`src/rtl/mips_alu_mul_div_pkg.sv`:
```
// ----------------------------------------------------------------------------
// mips_alu_mul_div_pkg
// Shared ALU control package. Holds the ALU control typedefs used by the
// execute stage and the HI/LO multiply/divide unit encodings:
//   alu_ctrl_e  - single-cycle ALU function select
//   md_op_e     - multiply/divide/move-to-HI/LO operation select (3 bits)
//   md_state_e  - multiply/divide sequencer states
// Helper functions classify md_op_e encodings (signedness, divide vs multiply).
// ----------------------------------------------------------------------------
package mips_alu_mul_div_pkg;

   // Single-cycle ALU function select.
   typedef enum logic [3:0] {
      ALU_ADD  = 4'd0,
      ALU_SUB  = 4'd1,
      ALU_AND  = 4'd2,
      ALU_OR   = 4'd3,
      ALU_XOR  = 4'd4,
      ALU_NOR  = 4'd5,
      ALU_SLT  = 4'd6,
      ALU_SLTU = 4'd7,
      ALU_SLL  = 4'd8,
      ALU_SRL  = 4'd9,
      ALU_SRA  = 4'd10,
      ALU_LUI  = 4'd11
   } alu_ctrl_e;

   // HI/LO unit operation select; codes 6 and 7 are reserved and ignored.
   typedef enum logic [2:0] {
      MD_MULT  = 3'd0,
      MD_MULTU = 3'd1,
      MD_DIV   = 3'd2,
      MD_DIVU  = 3'd3,
      MD_MTHI  = 3'd4,
      MD_MTLO  = 3'd5
   } md_op_e;

   // Multiply/divide sequencer states.
   typedef enum logic [1:0] {
      MD_IDLE  = 2'd0,
      MD_RUN   = 2'd1,
      MD_FIXUP = 2'd2
   } md_state_e;

   // True for the two's-complement operations.
   function automatic logic md_op_is_signed(input logic [2:0] op);
      logic r;
      if ((op == MD_MULT) || (op == MD_DIV)) begin
         r = 1'b1;
      end else begin
         r = 1'b0;
      end
      return r;
   endfunction

   // True for the divide operations.
   function automatic logic md_op_is_div(input logic [2:0] op);
      logic r;
      if ((op == MD_DIV) || (op == MD_DIVU)) begin
         r = 1'b1;
      end else begin
         r = 1'b0;
      end
      return r;
   endfunction

endpackage

```
`src/rtl/mips_alu_mul_div_step.sv`:
```
// ----------------------------------------------------------------------------
// mips_alu_mul_div_step
// One combinational iteration of the unsigned multiply/divide datapath.
// The working pair {acc, q} is the 2*WIDTH partial product (multiply) or the
// partial remainder / quotient-in-progress (divide).
//   is_div   in   1 = restoring shift-subtract step, 0 = shift-add step
//   acc      in   upper working word (product high / partial remainder)
//   q        in   lower working word (multiplier bits / dividend-quotient)
//   b        in   multiplicand (multiply) or divisor (divide), unsigned
//   acc_next out  next upper working word
//   q_next   out  next lower working word
// ----------------------------------------------------------------------------
module mips_alu_mul_div_step
   import mips_alu_mul_div_pkg::*;
#(
   parameter int WIDTH = 32
) (
   input  logic             is_div,
   input  logic [WIDTH-1:0] acc,
   input  logic [WIDTH-1:0] q,
   input  logic [WIDTH-1:0] b,
   output logic [WIDTH-1:0] acc_next,
   output logic [WIDTH-1:0] q_next
);

   logic [WIDTH:0]   sum_s;
   logic [WIDTH:0]   part_s;
   logic [WIDTH-1:0] diff_s;
   logic             ge_s;

   // Single shift-add or restoring shift-subtract iteration.
   always_comb begin
      // Multiply: add b when the current multiplier LSB is set, then shift
      // the carry-extended pair right by one.
      if (q[0]) begin
         sum_s = {1'b0, acc} + {1'b0, b};
      end else begin
         sum_s = {1'b0, acc};
      end

      // Divide: shift the next dividend bit into the partial remainder and
      // subtract when it fits. The remainder stays below b, so the shifted
      // value needs only one extra bit and the difference fits in WIDTH bits.
      part_s = {acc, q[WIDTH-1]};
      ge_s   = (part_s >= {1'b0, b});
      diff_s = part_s[WIDTH-1:0] - b;

      if (is_div) begin
         if (ge_s) begin
            acc_next = diff_s;
            q_next   = {q[WIDTH-2:0], 1'b1};
         end else begin
            acc_next = part_s[WIDTH-1:0];
            q_next   = {q[WIDTH-2:0], 1'b0};
         end
      end else begin
         acc_next = sum_s[WIDTH:1];
         q_next   = {sum_s[0], q[WIDTH-1:1]};
      end
   end

endmodule

```
`src/rtl/mips_alu_mul_div.sv`:
```
// ----------------------------------------------------------------------------
// mips_alu_mul_div
// Iterative MIPS HI/LO unit: MULT, MULTU, DIV, DIVU (one bit per cycle,
// WIDTH+1 cycles from acceptance to done) plus single-edge MTHI/MTLO.
// Signed operations run on magnitudes; the sign is restored in FIXUP.
//   clock  in   rising-edge clock
//   reset  in   asynchronous active-high reset
//   start  in   request valid, accepted when ready and no flush
//   op     in   md_op_e operation select (6, 7 ignored)
//   a      in   rs: dividend / multiplicand / move source
//   b      in   rt: divisor / multiplier
//   flush  in   cancel the in-flight operation; blocks acceptance
//   ready  out  unit idle
//   done   out  one-cycle pulse after a mul/div result lands in HI/LO
//   hi     out  architectural HI
//   lo     out  architectural LO
// ----------------------------------------------------------------------------
module mips_alu_mul_div
   import mips_alu_mul_div_pkg::*;
#(
   parameter int WIDTH   = 32,
   parameter int COUNT_W = $clog2(WIDTH + 1)
) (
   input  logic             clock,
   input  logic             reset,
   input  logic             start,
   input  logic [2:0]       op,
   input  logic [WIDTH-1:0] a,
   input  logic [WIDTH-1:0] b,
   input  logic             flush,
   output logic             ready,
   output logic             done,
   output logic [WIDTH-1:0] hi,
   output logic [WIDTH-1:0] lo
);

   md_state_e          state_r, state_n;
   logic [WIDTH-1:0]   hi_r, hi_n;
   logic [WIDTH-1:0]   lo_r, lo_n;
   logic [WIDTH-1:0]   acc_r, acc_n;
   logic [WIDTH-1:0]   q_r, q_n;
   logic [WIDTH-1:0]   b_r, b_n;
   logic [COUNT_W-1:0] cnt_r, cnt_n;
   logic               is_div_r, is_div_n;
   logic               neg_q_r, neg_q_n;
   logic               neg_r_r, neg_r_n;
   logic               done_r, done_n;

   logic               op_signed_s;
   logic [WIDTH-1:0]   a_mag_s;
   logic [WIDTH-1:0]   b_mag_s;
   logic [WIDTH-1:0]   step_acc_s;
   logic [WIDTH-1:0]   step_q_s;
   logic [2*WIDTH-1:0] prod_s;
   logic [WIDTH-1:0]   quot_s;
   logic [WIDTH-1:0]   rem_s;

   mips_alu_mul_div_step #(
      .WIDTH (WIDTH)
   ) u_step (
      .is_div   (is_div_r),
      .acc      (acc_r),
      .q        (q_r),
      .b        (b_r),
      .acc_next (step_acc_s),
      .q_next   (step_q_s)
   );

   // Operand magnitudes for acceptance and sign-corrected results for FIXUP.
   always_comb begin
      op_signed_s = md_op_is_signed(op);

      if (op_signed_s && a[WIDTH-1]) begin
         a_mag_s = -a;
      end else begin
         a_mag_s = a;
      end

      if (op_signed_s && b[WIDTH-1]) begin
         b_mag_s = -b;
      end else begin
         b_mag_s = b;
      end

      // neg_q_r doubles as "product sign differs" for multiply.
      if (neg_q_r) begin
         prod_s = -{acc_r, q_r};
         quot_s = -q_r;
      end else begin
         prod_s = {acc_r, q_r};
         quot_s = q_r;
      end

      if (neg_r_r) begin
         rem_s = -acc_r;
      end else begin
         rem_s = acc_r;
      end
   end

   // Sequencer next state and next register values.
   always_comb begin
      state_n  = state_r;
      hi_n     = hi_r;
      lo_n     = lo_r;
      acc_n    = acc_r;
      q_n      = q_r;
      b_n      = b_r;
      cnt_n    = cnt_r;
      is_div_n = is_div_r;
      neg_q_n  = neg_q_r;
      neg_r_n  = neg_r_r;
      done_n   = 1'b0;

      case (state_r)
         MD_IDLE: begin
            if (start && !flush) begin
               case (op)
                  MD_MULT, MD_MULTU, MD_DIV, MD_DIVU: begin
                     is_div_n = md_op_is_div(op);
                     neg_q_n  = op_signed_s && (a[WIDTH-1] ^ b[WIDTH-1]);
                     neg_r_n  = op_signed_s && a[WIDTH-1];
                     acc_n    = {WIDTH{1'b0}};
                     cnt_n    = COUNT_W'(WIDTH);
                     state_n  = MD_RUN;
                     if (md_op_is_div(op)) begin
                        q_n = a_mag_s;
                        b_n = b_mag_s;
                     end else begin
                        q_n = b_mag_s;
                        b_n = a_mag_s;
                     end
                  end
                  MD_MTHI: begin
                     hi_n = a;
                  end
                  MD_MTLO: begin
                     lo_n = a;
                  end
                  default: begin
                     state_n = MD_IDLE;
                  end
               endcase
            end else begin
               state_n = MD_IDLE;
            end
         end

         MD_RUN: begin
            if (flush) begin
               state_n = MD_IDLE;
               cnt_n   = {COUNT_W{1'b0}};
            end else begin
               acc_n = step_acc_s;
               q_n   = step_q_s;
               cnt_n = cnt_r - COUNT_W'(1);
               if (cnt_r == COUNT_W'(1)) begin
                  state_n = MD_FIXUP;
               end else begin
                  state_n = MD_RUN;
               end
            end
         end

         MD_FIXUP: begin
            state_n = MD_IDLE;
            cnt_n   = {COUNT_W{1'b0}};
            if (flush) begin
               done_n = 1'b0;
            end else begin
               done_n = 1'b1;
               if (is_div_r) begin
                  lo_n = quot_s;
                  hi_n = rem_s;
               end else begin
                  {hi_n, lo_n} = prod_s;
               end
            end
         end

         default: begin
            state_n = MD_IDLE;
            cnt_n   = {COUNT_W{1'b0}};
         end
      endcase
   end

   // State and datapath registers.
   always_ff @(posedge clock or posedge reset) begin
      if (reset) begin
         state_r  <= MD_IDLE;
         hi_r     <= {WIDTH{1'b0}};
         lo_r     <= {WIDTH{1'b0}};
         acc_r    <= {WIDTH{1'b0}};
         q_r      <= {WIDTH{1'b0}};
         b_r      <= {WIDTH{1'b0}};
         cnt_r    <= {COUNT_W{1'b0}};
         is_div_r <= 1'b0;
         neg_q_r  <= 1'b0;
         neg_r_r  <= 1'b0;
         done_r   <= 1'b0;
      end else begin
         state_r  <= state_n;
         hi_r     <= hi_n;
         lo_r     <= lo_n;
         acc_r    <= acc_n;
         q_r      <= q_n;
         b_r      <= b_n;
         cnt_r    <= cnt_n;
         is_div_r <= is_div_n;
         neg_q_r  <= neg_q_n;
         neg_r_r  <= neg_r_n;
         done_r   <= done_n;
      end
   end

   assign ready = (state_r == MD_IDLE);
   assign done  = done_r;
   assign hi    = hi_r;
   assign lo    = lo_r;

endmodule

```
`config.mk`:
```
export PLATFORM = sky130hd
export DESIGN_NAME = mips_alu_mul_div
export DESIGN_NICKNAME = d
export VERILOG_FILES = /design/src/rtl/mips_alu_mul_div_pkg.sv /design/src/rtl/mips_alu_mul_div_step.sv /design/src/rtl/mips_alu_mul_div.sv
export SDC_FILE = /design/constraint.sdc
export NUM_CORES = 1
export LEC_CHECK = 0
export BUFFER_PORTS_ARGS = -buffer_cell sky130_fd_sc_hd__buf_2
export CAP_MARGIN = 10
export CORE_MARGIN = 4
export CORE_UTILIZATION = 35
export DETAILED_ROUTE_END_ITERATION = 7
export PLACE_DENSITY = 0.52
export SYNTH_ARGS = -nofsm -noshare
export SYNTH_HDL_FRONTEND = slang
export SYNTH_SLANG_ARGS = --single-unit
```
`constraint.sdc`:
```
create_clock -name clock -period 15.9 [get_ports clock]
set_clock_uncertainty 0.05 [all_clocks]
set_input_delay 1.59 -clock clock [delete_from_list [all_inputs] [get_ports clock]]
set_output_delay 1.59 -clock clock [all_outputs]
set_load 0.03 [all_outputs]
```
# --- Word level (Yosys, flattened, before mapping) ---
# Cells that the tools add are included.
word_totals:
  register_bits: 172
  latchBits: 0
  memories: 0
  ramBits: 0
  mem_bits_ro: 0
op_classes:
  n_addsub: 8
  n_div: 0
  mux: 46
  eq_ne: 15
  bitwise: 1
  multipliers: 0
  magnitude_cmp: 1
  reduce_logical: 18
  n_shift: 0
ops:
  columns: ["op", "count"]
  rows:
  - ["2-to-1 mux 32 bit", 23]
  - ["case mux 32 bit (2 select lines)", 4]
  - ["negator 32 bit", 4]
  - ["2-to-1 mux 64 bit", 1]
  - ["negator 64 bit", 1]
  - ["adder 32 x 32 -> 33 bit", 1]
  - ["greater-or-equal comparator 33 x 32 -> 1 bit", 1]
  - ["2-to-1 mux 33 bit", 1]
  - ["subtractor 32 bit", 1]
  - ["2-to-1 mux 6 bit", 3]
  - ["case mux 6 bit (2 select lines)", 1]
  - ["AND reduction 4 bit", 3]
  - ["2-to-1 mux 1 bit", 8]
  - ["!= test 2 x 1 -> 1 bit, second input constant", 4]
  - ["case mux 2 bit (2 select lines)", 2]
  - ["equality test 3 x 2 -> 1 bit, second input constant", 2]
  - ["equality test 3 bit, second input constant", 2]
  - ["equality test 6 x 1 -> 1 bit, second input constant", 1]
  - ["2-to-1 mux 2 bit", 3]
  - ["subtractor 6 x 1 -> 6 bit, second input constant", 1]
  - ["logical AND 1 bit", 4]
  - ["!= test 2 bit, second input constant", 2]
  - ["nonzero test 2 bit", 2]
  - ["OR reduction 4 bit", 1]
  - ["other kinds (12)", 13]

# --- Longest topological paths before layout ---
# Gate-level depths: netlist of the first run.
depth:
  ltp_word: 10
  depth_mapped: 14
  ltp_nobuf: 13

# --- Modules after synthesis ---
# Synthesis of the first run repeated with hierarchy kept, for this count alone.
unflattened:
  cells_unflattened: 2145
  hier_area_um2: 16504.6
modules_own_cells:
  columns: ["mod", "area_each_um2", "instances", "cells_per_inst"]
  rows:
  - ["mips_alu_mul_div", 11384.7, 1, 1393]
  - ["mips_alu_mul_div_step", 5119.9, 1, 752]

# --- Least setup slack after synthesis of the first run ---
# OpenSTA, ideal clock, no wires.
synth_timing:
  path_kind: "input to register"
  from: "in a[6]"
  to: "reg q_r[21]"
  setup_slack_ns: 11.982
  setup_time_ns: 0.121
  t_arrival_ns: 3.747
  path_buffers: 0
  stages: 9
  cell_sequence: "or4_1 -> nor4b_1 -> nand3b_1 -> nand2b_1 -> o41ai_1 -> xor2_1 -> nand2_1 -> a31oi_1 -> nor2_1"
synth_between:
  elab_chain_cells: 6
synth_lines:
  columns: ["element", "line", "source"]
  rows:
  - ["start: declaration", "mips_alu_mul_div.sv:28", "input logic [WIDTH-1:0] a,"]
  - ["negator 32 bit", "mips_alu_mul_div.sv:74", "a_mag_s = -a;"]
  - ["2-to-1 mux 32 bit", "mips_alu_mul_div.sv:73", "if (op_signed_s && a[WIDTH-1]) begin"]
  - ["2-to-1 mux 32 bit", "mips_alu_mul_div.sv:126", "if (md_op_is_div(op)) begin"]
  - ["2-to-1 mux 32 bit", "mips_alu_mul_div.sv:118", "case (op)"]
  - ["2-to-1 mux 32 bit", "mips_alu_mul_div.sv:117", "if (start && !flush) begin"]
  - ["case mux 32 bit (2 select lines)", "mips_alu_mul_div.sv:115", "case (state_r)"]
  - ["end signal: assignment", "mips_alu_mul_div.sv:195", "q_r <= {WIDTH{1'b0}};"]
  - ["end signal: assignment", "mips_alu_mul_div.sv:207", "q_r <= q_n;"]
  - ["end: declaration", "mips_alu_mul_div.sv:41", "logic [WIDTH-1:0] q_r, q_n;"]
# No other way between the ends. The select of a mux whose other input is x is not followed.
# A chain may end at the register's enable or synchronous reset.

# --- Worst setup path after layout of the first run ---
layout_timing:
  from: "reg acc_r[5]"
  to: "reg q_r[0]"
layout_between:
  elab_chain_cells: 5
layout_lines:
  columns: ["element", "line", "source"]
  rows:
  - ["start: declaration", "mips_alu_mul_div.sv:40", "logic [WIDTH-1:0] acc_r, acc_n;"]
  - ["start signal: assignment", "mips_alu_mul_div.sv:194", "acc_r <= {WIDTH{1'b0}};"]
  - ["start signal: assignment", "mips_alu_mul_div.sv:206", "acc_r <= acc_n;"]
  - ["greater-or-equal comparator 33 x 32 -> 1 bit", "mips_alu_mul_div_step.sv:45", "ge_s = (part_s >= {1'b0, b});"]
  - ["2-to-1 mux 1 bit", "mips_alu_mul_div_step.sv:49", "if (ge_s) begin"]
  - ["2-to-1 mux 32 bit", "mips_alu_mul_div_step.sv:48", "if (is_div) begin"]
  - ["2-to-1 mux 32 bit", "mips_alu_mul_div.sv:150", "if (flush) begin"]
  - ["case mux 32 bit (2 select lines)", "mips_alu_mul_div.sv:115", null]
# No other way between the ends. The select of a mux whose other input is x is not followed.

==> metrics.txt, run 1 <==
Final Max Slew Viols 0; max incr delay on CP 0.62 ns; endpoints failing setup 0; Tightest Pin Transition 1.06 ns; Leakage 7.22 nW; worst hold path type flip-flop to flip-flop; post-route cell area 0.0167 mm2; share of layout cells above drive strength 1 11.2%; DP HPWL 47000 um; die width 215 um; Final min period 4.26 ns; Avg WL per Cell 24.0 um; Reg area 0.00431 mm2; synth warn 0; startpoint types flip-flop; GRT Util Overall between 20% and 30%; Root Buffer clkbuf_16; Peak VDD IR between 0.00007 and 0.00008 V; PD cells 196 mW/mm2; headroom to the max-slew limit 29.0%; CP max-delay cell dfrtp_1; fraction of the cycle the final worst path needs 26.8%; max-cap violation count 0; row count 75; setup bufs post-CTS 0; final wirelength 61200 um; FMAX between 0.2 and 0.25 GHz; total CTS buffers 17; htree depth 4; CP Capture Type flip-flop; post_cts resized 0; post-synth top area cell dfrtp_1; GR Overflow Total 0; clock sinks 172; Mean Syn Cell Area 7.74 um2; Final ANT Viol Nets 0; Starting Density between 30% and 40%; Area Growth Syn to Fin 11.5%; Post-synth EDFFs 0; hold_buf cts 0; vias post-DR between 15000 and 20000; Clock transition at path regs about 0.070 ns; RSZ-0062 raised after global routing no; DR vias/cell 5.94; syn_nets roughly 2100; Filler cells 4359; CTS tree built; number of global-route vias before repair 14300; status finished clean; FF+latch count, synth 172; CP Cell Sequence ha_1 -> a21o_1 -> a21oi_1 -> or4b_1 -> a21boi_1 -> a31o_2 -> a31o_2 -> buf_4 -> nor2_1 -> o311ai_0 -> o21ai_0; Crit Path Max Fanout 33; Mapped Cells 1940; Top-Level Pins 137; Seq/Total Area, Yosys 28.7%; synth top area cells dfrtp_1 29%, a21oi_1 6.2%, ha_1 5.8%; Synth cell types 80; worst reg-to-reg setup slack around 12 ns; IO Port Bufs 136; WHS roughly 0.43 ns; CP Class flip-flop to flip-flop; clk buf depth 2; Starting DRT DRC Count 1447; routability cong. 0.932; worst skew pair latency 0.46 ns; Yosys top cell area share 28.7%; count leader, synth nand2_1; Critical Path Most Common Cell a31o_2; Post-synth top cells 221 x nand2_1, 195 x nor2_1, 185 x a21oi_1; multi-input logic area 0.0100 mm2; maximum number of pins on one net before global-route repair 68; 1st-pass router iterations 7; first-pass GRT wire length 91100 um; fraction of registers with async set/reset 100%; Placement Cell Area 0.0161 mm2; initial antenna violation count 1; die footprint approximately 0.046 mm2; # nets final 2143; core area between 0.04 and 0.05 mm2; DRC 0; Setup TNS Final 0 ns; Post-Syn Area 0.0150 mm2; Worst EP required between 15 and 20 ns; die height 215 um; Final Hold Violating Endpoints 0; Crit path arrival time 4.53 ns; top_reg_cell synth dfrtp_1
## layout make-up
class | instances | area share (%)
Inverter | 75 | 1.71
Antenna cell | 1 | 0.0149
Sequential cell | 172 | 25.7
Clock buffer | 20 | 2.73
Multi-Input combinational cell | 1572 | 59.7
Timing Repair Buffer | 162 | 5.23
Clock inverter | 12 | 0.822
Tap cell | 539 | 4.03
## flip-flops by register name (all words and copies together) (netlist names), 2 cells and up
signal,cells
acc_r,32
b_r,32
hi,32
lo,32
q_r,32
cnt_r,6
state_r,2
## layer usage
metal,up-vias,GRT usage (%),part of all wire [%]
li1,7160,-,-
met2,664,38.2,43
met3,100,4.82,7.8
met5,-,0,0
met1,7252,35.9,45
met4,0,11.0,4.2
## metrics by stage
step                setup slack (ns)  power, mW  cells  utilization (%)
global route                   11.42       3.52   2552             39.7
CTS                            11.67       3.26   2552             39.7
floorplan                       9.60       2.20   1940                -
global placement               11.41       2.80   2520             38.3
finish                         11.64       3.28   2553             39.7
detailed placement             11.33       2.80   2520             38.3
## placed cells by master (no fill, tap or decap), types with 17 or more instances in the layout
master	instances
nand2b_1	19
nand3_1	27
o21ai_0	175
a21oi_1	185
buf_4	26
o211ai_1	20
a31oi_1	33
a211oi_1	20
nand2_1	221
or3_1	17
mux2i_1	53
xnor2_1	88
nor2_1	193
dfrtp_1	171
buf_2	136
o221ai_1	22
a21o_1	25
nor3_1	41
inv_1	73
clkbuf_16	17
xor2_1	75
o31ai_1	44
ha_1	70
## power by group
| group | leakage [nW] | switching (mW) | total [mW] | internal (mW) |
|---|---|---|---|---|
| Clock | 0.287 | 0.203 | 0.445 | 0.242 |
| Sequential | 2.14 | 0.285 | 0.874 | 0.589 |
| Combinational | 4.79 | 1.24 | 1.96 | 0.724 |
## worst max-delay path: cells and delay by family (launching register included)
| family | cells | cell delay [ns] |
|---|---|---|
| AOI/OAI and AO/OA | 7 | 2.00 |
| DFF | 1 | 0.62 |
| and+or+nand+nor | 2 | 0.61 |
| buffers and inverters | 1 | 0.46 |
| adders and majority gates | 1 | 0.37 |
## logic make-up (layout without fill, tap and decap cells)
kind of cell               Yosys count  in the layout  synth area share [%]
and+or+nand+nor                    636            636                  19.7
muxes                               55             55                  3.68
DFF                                172            172                  28.7
buffers and inverters              196            269                  5.00
AOI/OAI and AO/OA                  646            646                  27.4
other                                0              1                     0
adders and majority gates           72             72                  6.10
xor gates and xnor gates           163            163                  9.51
## worst paths after layout
path,from,endpoint,depth (start not counted)
hold reg to reg,lo[15]$_DFFE_PP0P_,lo[15]$_DFFE_PP0P_,2
min in group asynchronous,reset,lo[5]$_DFFE_PP0P_,2
setup / recovery,acc_r[5]$_DFFE_PP0P_,q_r[0]$_DFFE_PP0P_,11
max in group asynchronous,reset,is_div_r$_DFFE_PP0P_,3
hold / removal,lo[15]$_DFFE_PP0P_,lo[15]$_DFFE_PP0P_,2
setup reg to reg,acc_r[5]$_DFFE_PP0P_,q_r[0]$_DFFE_PP0P_,11
Note: power is estimated with default switching activity, not from simulation.
==> run 2, diff against run 1 <==
- clock period: 15.9 -> 4.1 ns (I/O delays scaled with it)
==> run 2 against run 1 <==
Critical path depth did not move. Non-clock buffer count increased by 41. Largest cell class unchanged. Fmax up 11%. Sequential share of layout area decreased by 0.42 points. Design area increased by 1.7%. Wire length is 2.2% higher. Sequential power rose to 3.5 times the previous value. Worst hold slack got worse by 0.35 ns. Power rose to 3.9 times the previous value. First-iteration DRC count up 16%. Register-to-register slack got worse by 11 ns.
==> metrics.txt, run 2 (synthesis gave the netlist of run 1 again) <==
Starting Density 35.6% (unchanged); Final ANT Viol Nets 0 (unchanged); CP Capture Type flip-flop; share of layout cells above drive strength 1 12.9% (+1.7 points); fin util 40.4% (+0.66 points); multi-input logic area 0.0100 mm2 (unchanged); Area Growth Syn to Fin 13.3%; DP Cell Count 2561 (+1.6%); Filler cells 4355 (-0.092%); Place WS 0.362 ns (-10.97 ns); hold_buf cts 0 (unchanged); Top-Level Pins 137 (unchanged); FMAX 0.261 GHz (+11%); die footprint 0.0463 mm2 (unchanged); Bufs and invs on worst path 2 (+1); Final Hold Violating Endpoints 0 (unchanged); cell family with most CP delay compound AO/OA/AOI/OAI gates; DP HPWL 48800 um (+3.7%); worst reg-to-reg setup slack 0.26 ns (-11.37 ns); die width 215 um (unchanged); endpoints failing setup 0 (unchanged); worst skew pair latency 0.45 ns (about the same); htree depth 4 (unchanged); Setup TNS Final 0 ns (unchanged); GRT Util Overall 26.0% (+0.50 points); IO Port Bufs 136 (unchanged); total CTS buffers 17 (unchanged); Final min period 3.84 ns (-0.429 ns); Final Power 12.9 mW (+290%); first-pass GRT wire length 93700 um (+2.8%); headroom to the max-slew limit 25.5% (-3.6 points); status finished clean; most common library cell in the layout ignoring fill and taps nand2_1; clk buf depth 2 (unchanged); RSZ-0062 raised after global routing no; Leakage 7.41 nW (+2.6%); Crit Path Max Fanout 18 (-45%); core area 0.0421 mm2 (unchanged); fraction of the cycle the final worst path needs 93.5% (+67 points); vias post-DR 15500 (+2.1%); post_cts resized 0 (unchanged); Avg WL per Cell 24.1 um (+0.61%); setup bufs post-CTS 0 (unchanged); CP Class flip-flop to flip-flop; Placement Cell Area 0.0165 mm2 (+2.1%); routability cong. 0.944 (+1.2%); final wirelength 62500 um (+2.2%); startpoint types flip-flop; # nets final 2184 (+1.9%); r2r endpoint acc_r[5]$_DFFE_PP0P_; die height 215 um (unchanged); clock sinks 172 (unchanged); worst hold path type input pin to async pin; CP Cell Sequence ha_1 -> nor2b_1 -> o2111a_1 -> or4b_1 -> a21boi_1 -> a31o_2 -> a31o_2 -> buf_4 -> buf_4 -> mux2i_1 -> o221ai_1; maximum number of pins on one net before global-route repair 114 (+68%); row count 75 (unchanged); GR Overflow Total 0 (unchanged); WHS 0.0794 ns (-0.346 ns); DR vias/cell 5.98 (+0.52%); CTS tree built; Clock transition at path regs 0.08 ns (about the same); Crit path arrival time 4.09 ns (-0.44 ns); PD cells 760 mW/mm2 (+290%); number of global-route vias before repair 14800 (+2.8%); Levels on crit path 11 (unchanged); Reg area 0.00431 mm2 (unchanged); max-cap violation count 0 (unchanged); Layout Cells excl Fill 2593 (+1.6%); post-route cell area 0.0170 mm2 (+1.7%); Final Max Slew Viols 0 (unchanged); initial antenna violation count 1 (unchanged); max incr delay on CP 0.54 ns (-0.08 ns); R2R depth 11 (unchanged); setup slack after layout 0.265 ns (-11.37 ns); Worst EP required 4.35 ns (-11.82 ns); 1st-pass router iterations 5 (-2); Root Buffer clkbuf_16; CP max-delay cell a31o_2; Starting DRT DRC Count 1685 (+16%); most frequent cells in the layout 221 x nand2_1, 193 x nor2_1, 185 x a21oi_1, 175 x o21ai_0, 171 x dfrtp_1; DRC 0 (unchanged); RR Startpoint acc_r[0]$_DFFE_PP0P_; Tightest Pin Transition 1.12 ns (+0.0597 ns); Peak VDD IR 0.000367 V (+380%)
## run 2: area by class of cell
class                           instances  area share, %
Multi-Input combinational cell       1572           58.8
Antenna cell                            1         0.0147
Tap cell                              539           3.96
Sequential cell                       172           25.3
Clock inverter                         10          0.404
Clock buffer                           21           2.71
Timing Repair Buffer                  203           7.17
Inverter                               75           1.68
## run 2: worst register-to-register path, stage by stage, from the launching register on
cell and delay [ns]:
dfrtp_1 0.52, ha_1 0.36, nor2b_1 0.14, o2111a_1 0.27, or4b_1 0.52, a21boi_1 0.25
a31o_2 0.27, a31o_2 0.54, buf_4 0.29, buf_4 0.16, mux2i_1 0.18, o221ai_1 0.13
## run 2: worst max-delay path by stage
stage                          from                    end  slack (ns)
3_3_place_gp    b_r[26]$_DFFE_PP0P_  acc_r[31]$_DFFE_PP0P_        0.41
4_1_cts         b_r[26]$_DFFE_PP0P_  acc_r[31]$_DFFE_PP0P_        0.34
2_1_floorplan  acc_r[5]$_DFFE_PP0P_  acc_r[16]$_DFFE_PP0P_        0.76
3_5_place_dp    b_r[26]$_DFFE_PP0P_  acc_r[31]$_DFFE_PP0P_        0.36
5_1_grt        acc_r[0]$_DFFE_PP0P_     q_r[0]$_DFFE_PP0P_        0.07
6_report       acc_r[0]$_DFFE_PP0P_   acc_r[5]$_DFFE_PP0P_        0.26
## run 2: routing by layer
metal,up-vias,GRT usage (%),wire length [um]
met2,644,41.1,28000
li1,7243,-,-
met5,-,0,0
met3,65,4.04,4480
met1,7542,37.1,28400
met4,0,7.28,1590
## run 2: report_power, final
part           switching [mW]  internal, mW
clock                   0.780         0.805
sequential              0.785          2.29
combinational            5.23          3.05
total                    6.79          6.15
==> run 3, diff against run 2 <==
- CORE_UTILIZATION: 35 -> 39
- PLACE_DENSITY: 0.52 -> 0.56
==> run 3 against run 2 <==
Non-clock buffer count shrank 1. Combinational power shrank 1%. Highest routed layer unchanged. Critical path type unchanged. Via count decreased by 0.41%.
==> metrics.txt, run 3 (synthesis gave the netlist of run 1 again) <==
1st-pass router iterations 6 (+1); RSZ-0062 raised after global routing no; IO Port Bufs 136 (unchanged); Final min period 3.74 ns (-0.0994 ns); most frequent cells in the layout 221 x nand2_1, 193 x nor2_1, 185 x a21oi_1, 175 x o21ai_0, 171 x dfrtp_1; CP Cell Sequence buf_4 -> ha_1 -> nor2b_1 -> o2111a_1 -> or4b_1 -> a21boi_1 -> a31o_2 -> a31o_2 -> buf_12 -> mux2i_1 -> o211ai_1 -> a31o_2; initial antenna violation count 1 (unchanged); max-cap violation count 0 (unchanged); vias post-DR 15400 (-0.41%); Critical Path Most Common Cell a31o_2; core area 0.0378 mm2 (-10%); Clock transition at path regs 0.08 ns (about the same); maximum number of pins on one net before global-route repair 90 (-21%); die height 204 um (-5.1%); # nets final 2183 (-0.046%); DRC 0 (unchanged); Root Buffer clkbuf_16; Leakage 7.43 nW (+0.28%); Peak VDD IR 0.000392 V (+6.8%); PD cells 759 mW/mm2 (-0.14%); die width 204 um (-5.1%); fraction of the cycle the final worst path needs 91.1% (-2.4 points); first-pass GRT wire length 90100 um (-3.8%); Setup TNS Final 0 ns (unchanged); Worst EP required 4.41 ns (+0.06 ns); GR Overflow Total 0 (unchanged); routability cong. 0.968 (+2.6%); Bufs and invs on worst path 2 (unchanged); Final ANT Viol Nets 0 (unchanged); most common library cell in the layout ignoring fill and taps nand2_1; final wirelength 60400 um (-3.3%); headroom to the max-slew limit 20.2% (-5.3 points); post-route cell area 0.0170 mm2 (unchanged); die footprint 0.0417 mm2 (-9.9%); number of global-route vias before repair 14400 (-2.3%); row count 71 (-5.3%); Starting DRT DRC Count 1514 (-10%); GRT Util Overall 28.3% (+2.2 points); Tightest Pin Transition 1.19 ns (+0.0788 ns); Crit path arrival time 4.04 ns (-0.05 ns); Placement Cell Area 0.0164 mm2 (-0.38%); FMAX 0.268 GHz (+2.7%); htree depth 4 (unchanged); DP HPWL 47300 um (-3.1%); clk buf depth 2 (unchanged); Final Max Slew Viols 0 (unchanged); endpoints failing setup 0 (unchanged); CP Capture Type flip-flop; CP Class flip-flop to flip-flop; share of layout cells above drive strength 1 13.0% (+0.097 points); cell family with most CP delay compound AO/OA/AOI/OAI gates; startpoint types flip-flop; worst skew pair latency 0.47 ns (+0.02 ns); status finished clean; Top-Level Pins 137 (unchanged); total CTS buffers 17 (unchanged); max incr delay on CP 0.51 ns (-0.03 ns); Crit Path Max Fanout 46 (+28); Final Hold Violating Endpoints 0 (unchanged); Area Growth Syn to Fin 13.3% (unchanged); Starting Density 39.7% (+4.0 points); DR vias/cell 6.02 (+0.68%); WHS 0.296 ns (+0.216 ns); Avg WL per Cell 23.6 um (-2.2%); clock sinks 172 (unchanged); CTS tree built; worst hold path type input pin to flip-flop; CP max-delay cell or4b_1
[run 3: final timing paths]
path | from | endpoint | slack [ns] | depth (start not counted)
max | acc_r[0]$_DFFE_PP0P_ | acc_r[16]$_DFFE_PP0P_ | 0.36 | 12
min | a[31] | neg_q_r$_DFFE_PP0P_ | 0.30 | 4
max reg2reg | acc_r[0]$_DFFE_PP0P_ | acc_r[16]$_DFFE_PP0P_ | 0.36 | 12
min reg2reg | lo[15]$_DFFE_PP0P_ | lo[15]$_DFFE_PP0P_ | 0.42 | 2
max in group asynchronous | reset | done$_DFF_PP0_ | 2.77 | 4
min in group asynchronous | reset | lo[12]$_DFFE_PP0P_ | 0.39 | 3
[run 3: final cells by class]
type / count / area [um2]
fill: 3848 / 20800
multi-input combinational: 1572 / 10000
sequential: 172 / 4310
timing repair buffer: 202 / 1200
tap: 511 / 639
clock buffer: 18 / 439
inverter: 75 / 285
clock inverter: 14 / 136
antenna: 1 / 2.50
[run 3: per-stage QoR]
step           util, %  instances  setup WS, ns  power [mW]
4_1_cts           45.0       2564         0.323        12.8
5_1_grt           45.0       2564         0.144        13.8
3_3_place_gp      43.4       2531         0.435        11.0
3_5_place_dp      43.4       2531         0.359        11.1
2_1_floorplan        -       1940         0.759        8.54
6_report          45.0       2565         0.364        12.9
[run 3: report_power, final]
group          internal, mW  switching, mW  total, mW
Sequential             2.29          0.769       3.06
Clock                 0.868          0.825       1.69
Combinational          3.01           5.16       8.17
[run 3: metal layers]
metal / global-route usage, % / wire length, um / up-vias
met5: 0 / 0 / -
met4: 8.59 / 1870 / 0
met3: 5.06 / 5060 / 80
met2: 42.9 / 26200 / 669
met1: 41.0 / 27300 / 7451
li1: - / - / 7231
[run 3: timing repair]
| action | 4_1_cts | 5_1_grt |
|---|---|---|
| setup endpoints to repair | 0 | 1 |
| hold endpoints to repair | 6 | 0 |
| hold buffers | 1 | 0 |
| gates resized for setup | 0 | 1 |
| buffers inserted | 0 | 0 |
[run 3: worst min-delay path: stages]
cell and delay (ns):
buf_2 0.16, xor2_1 0.08, nand3_1 0.07, nand2_1 0.05
